<file path="src/rtl/regbank_arbiter.sv">
// Register bank shared by NUM_REQ writers through a round-robin arbiter with
// burst lock, plus one registered read port.
module regbank_arbiter #(
  parameter int WIDTH   = 8,
  parameter int NUM_REQ = 4,
  parameter int DEPTH   = 4,
  localparam int ADDR_W = (DEPTH > 1) ? $clog2(DEPTH) : 1,
  localparam int OWN_W  = (NUM_REQ > 1) ? $clog2(NUM_REQ) : 1
) (
  input  logic                      clk,
  input  logic                      rst,
  input  logic [NUM_REQ-1:0]        req,
  input  logic [NUM_REQ-1:0]        lock,
  input  logic [NUM_REQ*ADDR_W-1:0] wr_addr,
  input  logic [NUM_REQ*WIDTH-1:0]  wr_data,
  output logic [NUM_REQ-1:0]        gnt,
  input  logic [ADDR_W-1:0]         rd_addr,
  output logic [WIDTH-1:0]          rd_data,
  output logic                      locked,
  output logic [OWN_W-1:0]          owner
);

  typedef enum logic {
    ST_ARB  = 1'b0,
    ST_LOCK = 1'b1
  } state_t;

  localparam logic [OWN_W:0]  NREQ_L  = (OWN_W+1)'(NUM_REQ);
  localparam logic [ADDR_W:0] DEPTH_L = (ADDR_W+1)'(DEPTH);

  function automatic logic [OWN_W-1:0] next_idx(input logic [OWN_W-1:0] idx);
    logic [OWN_W:0] s;
    s = {1'b0, idx} + (OWN_W+1)'(1);
    if (s >= NREQ_L) s = s - NREQ_L;
    return s[OWN_W-1:0];
  endfunction

  function automatic logic addr_ok(input logic [ADDR_W-1:0] a);
    return ({1'b0, a} < DEPTH_L);
  endfunction

  logic [ADDR_W-1:0] addr_a [NUM_REQ];
  logic [WIDTH-1:0]  data_a [NUM_REQ];

  for (genvar i = 0; i < NUM_REQ; i++) begin : g_unpack
    assign addr_a[i] = wr_addr[i*ADDR_W +: ADDR_W];
    assign data_a[i] = wr_data[i*WIDTH +: WIDTH];
  end

  state_t            state_q, state_d;
  logic [OWN_W-1:0]  ptr_q, ptr_d;
  logic [OWN_W-1:0]  owner_q, owner_d;
  logic [WIDTH-1:0]  bank_q [DEPTH];
  logic [WIDTH-1:0]  bank_d [DEPTH];
  logic [WIDTH-1:0]  rd_data_q, rd_data_d;

  logic [NUM_REQ-1:0] gnt_c;
  logic               hit;
  logic [OWN_W-1:0]   win;
  logic [OWN_W-1:0]   cand;
  logic [ADDR_W-1:0]  wr_idx;

  // Arbitration and FSM next state; a reset cycle suppresses any grant.
  always_comb begin
    gnt_c   = '0;
    hit     = 1'b0;
    win     = ptr_q;
    cand    = ptr_q;
    state_d = state_q;
    ptr_d   = ptr_q;
    owner_d = owner_q;

    if (state_q == ST_ARB) begin
      for (int i = 0; i < NUM_REQ; i++) begin
        if (!hit && req[cand]) begin
          hit = 1'b1;
          win = cand;
        end
        cand = next_idx(cand);
      end
    end else if (req[owner_q]) begin
      hit = 1'b1;
      win = owner_q;
    end

    if (!rst) hit = 1'b0;

    if (hit) begin
      gnt_c[win] = 1'b1;
      if (state_q == ST_ARB) begin
        ptr_d = next_idx(win);
        if (lock[win]) begin
          state_d = ST_LOCK;
          owner_d = win;
        end
      end else if (!lock[win]) begin
        state_d = ST_ARB;
        ptr_d   = next_idx(win);
        owner_d = '0;
      end
    end
  end

  // Read samples the pre-write bank, giving read-before-write on collisions.
  always_comb begin
    bank_d = bank_q;
    wr_idx = addr_a[win];
    if (hit && addr_ok(wr_idx)) bank_d[wr_idx] = data_a[win];
    rd_data_d = '0;
    if (addr_ok(rd_addr)) rd_data_d = bank_q[rd_addr];
  end

  always_ff @(posedge clk) begin
    if (!rst) begin
      state_q   <= ST_ARB;
      ptr_q     <= '0;
      owner_q   <= '0;
      rd_data_q <= '0;
      for (int d = 0; d < DEPTH; d++) bank_q[d] <= '0;
    end else begin
      state_q   <= state_d;
      ptr_q     <= ptr_d;
      owner_q   <= owner_d;
      rd_data_q <= rd_data_d;
      bank_q    <= bank_d;
    end
  end

  assign gnt     = gnt_c;
  assign rd_data = rd_data_q;
  assign locked  = (state_q == ST_LOCK);
  assign owner   = owner_q;

endmodule

</file>
<file path="config.mk">
export PLATFORM = sky130hd
export DESIGN_NAME = regbank_arbiter
export DESIGN_NICKNAME = d
export VERILOG_FILES = /design/src/rtl/regbank_arbiter.sv
export SDC_FILE = /design/constraint.sdc
export NUM_CORES = 1
export LEC_CHECK = 0
export ABC_AREA = 1
export CAP_MARGIN = 10
export CORE_UTILIZATION = 40
export DETAILED_ROUTE_END_ITERATION = 10
export PLACE_DENSITY = 0.68
export SLEW_MARGIN = 5
export SYNTH_ARGS = -nofsm -noshare
export SYNTH_HDL_FRONTEND = slang
export SYNTH_SLANG_ARGS = --single-unit
</file>
<file path="constraint.sdc">
create_clock -name clk -period 3 [get_ports clk]
set_clock_uncertainty 0.15 [all_clocks]
set_input_delay 0.6 -clock clk [delete_from_list [all_inputs] [get_ports clk]]
set_output_delay 0.6 -clock clk [all_outputs]
set_load 0.02 [all_outputs]
</file>
==> metrics <==
Yosys cell types 30; final hold slack between 300 and 400 ps; post-route antenna net violation count 0; I/O pin count 67; Antenna diodes 0; Yosys warning total 0; Crit Path Category reg -> out; vias 3,122; WL final slightly below 8000 um; worst slew pin tran ~440 ps; htree depth 2; Tcrit/Tclk final 97.1%; Max Fanout on Critical Path 8; Die X approximately 88 um; hold crit path type reg -> reg; core footprint roughly 7000 um^2; Reg area a little over 900 um^2; pre-CTS setup slack -625 ps; Rows 31; fin nets 612; number of synthesized flops with an enable pin 0; clock sinks 45; first-pass GRT wire length 12,600 um; Slew HR between 70% and 80%; vias in the first global route between 2,000 and 3,000; register area share after synthesis a little under a third; WP data arrival between 2000 and 2500 ps; Cells after DPL 647; CTS tree done; DRC viols 0; via/cell ratio roughly 4.8; commonest non-fill, non-tap cell in the layout nand2_1; async set-reset flop share out of synthesis 0%; Synth Cell Area between 2000 and 3000 um^2; drt pass-1 iters 4; Syn Nets around 530; Crit path max-delay family simple AND/OR/NAND/NOR gates; DIE AREA 7800 um^2; pin count of the biggest net entering global routing 38; 1st-iter DRT viols 104; cell count after synthesis 471; synthesis-to-finish area growth 34.1%; Max Clk Rate between 300 and 400 MHz; most frequent CP cell nand2_1; Hold Vio Cnt, Final 0; Critical Path End Type primary output; fin crit period 2910 ps; Clock Latency Late Sink between 200 and 300 ps; largest area contributor in the netlist dfxtp_1; max-slew violations 0; Final Power between 4 and 5 mW; final setup vio count 0; status finished, final reports clean; Static Leak about 1.9 nW; dpl hpwl around 5800 um; CTS Buf Count 5; Hold-fix buffers, CTS 0; MaxCap Viol Count 0; GRT overflow 0; post-layout util 55.4%; area of the multi-input gates between 1500 and 2000 um^2; CP bufs+invs 3; top post-synthesis cells by area dfxtp_1 30%, nand2_1 16%, nor2_1 11%; I/O Buffers 66; commonest cells after routing, fill and taps aside 117 x nand2_1, 84 x nor2_1, 58 x clkdlybuf4s50_1; clock tree buffer depth 2; initial core utilization 41.3%; fin cells 655; slowest CP cell dfxtp_4; CP required about 2300 ps; Tot GR Track Use between 20% and 30%; crit-path cells buf_6 > nand2_1 > nand3_2 > nand2_4 > nand3_2 > nand2_2 > nand2_1 > nand2_1 > nand2_2 > a21boi_4 > ha_1 > inv_1 > nor2_1 > buf_4; CTS clock-pin slew for the worst setup and hold paths around 80 ps; Root Driver clkbuf_8; syn_area_per_cell 6.33 um^2; Setup crit start kind flop; gp weighted congestion between 0.9 and 1; initial antenna violation count 0; routed length per instance between 10 and 15 um; setup ws final between 80 and 90 ps; fillers about 750; die height 88.3 um; Yosys reg bits 45; CP peak stage delay around 380 ps; Yosys top cell area share 30.2%; VDD IR-drop max roughly 740 uV; pwr dens ~1200 nW/um^2; ys flop type dfxtp_1; ratio of cells with drive above 1 in the final layout between 10% and 20%
-- through the flow --
stage	TNS [ps]	instance area, um^2
6_report	0	4000
5_1_grt	-99.6	4000
4_1_cts	0	3930
3_5_place_dp	-6670	3860
3_3_place_gp	-5010	3860
2_1_floorplan	0	2980
-- registers in the layout (all words and copies together) (netlist names) --
name / count
bank_q: 32
rd_data: 8
owner: 2
ptr_q: 2
locked: 1
-- power breakdown --
group          switching, mW  internal [mW]  total [mW]
Clock                  0.196          0.166       0.361
Combinational           2.10           1.30        3.40
Sequential             0.123          0.858       0.981
-- worst reg2reg max path: stages (launching register included) --
cell	delay, ps
dfxtp_4	400
buf_6	150
nand2_1	60
nand2_1	90
nand2_1	80
nand2_2	80
buf_4	100
nand4_2	100
nand2_2	110
nand3_4	80
nand2_4	120
inv_4	50
buf_4	180
nand2_1	70
nand3_1	60
and2_1	180
ha_1	270
inv_1	60
nor2_4	110
o21ai_0	90
a21oi_1	130
-- logic make-up after synthesis --
group                    count (synthesis)  synth area share, %
AND/OR/NAND/NOR                        265                 40.1
flip-flops                              45                 30.2
AO/OA/AOI/OAI                           79                 15.9
buffers and inverters                   77                 11.7
adder cells (fa/ha/maj)                  5                 2.10
-- repair_timing --
action,in CTS,in global routing
buffers inserted,0,0
endpoints found under the setup margin,6,8
pin swaps,0,17
resized for setup,24,37
-- cells in the mapped netlist (2+ instances only) --
cell	instances
buf_4	3
dfxtp_1	45
clkbuf_1	5
o22ai_2	7
nand3_4	5
nand2_2	17
o21ai_0	36
inv_1	51
buf_2	7
buf_6	5
nor2_4	2
nand3_1	22
inv_2	4
nor2_1	86
ha_1	5
nand2_1	125
nand4_2	2
a21oi_1	30
o21ai_1	2
nand2_4	2
-- path summary, 6_finish.rpt --
path	cells after the start	slack [ps]	end	from
setup / recovery	14	90	gnt[1]	ptr_q[0]
hold / removal	4	360	bank_q[2]	bank_q[2]
setup reg to reg	20	230	owner[1]	ptr_q[0]
hold reg to reg	4	360	bank_q[2]	bank_q[2]
-- layer usage --
metal | global-route usage [%] | wire, um | vias up
met2 | 35.0 | 3710 | 88
li1 | - | - | 1640
met4 | 4.55 | 47 | 0
met5 | 0 | 0 | -
met3 | 3.08 | 366 | 5
met1 | 27.7 | 3610 | 1389
-- layout make-up --
| class | count | area share, % |
|---|---|---|
| multi-input combinational | 349 | 44.9 |
| sequential | 45 | 22.7 |
| timing repair buffer | 97 | 21.6 |
| inverter | 57 | 5.60 |
| tap | 99 | 3.10 |
| clock buffer | 8 | 2.00 |
Power figures use the tool's default switching activity.
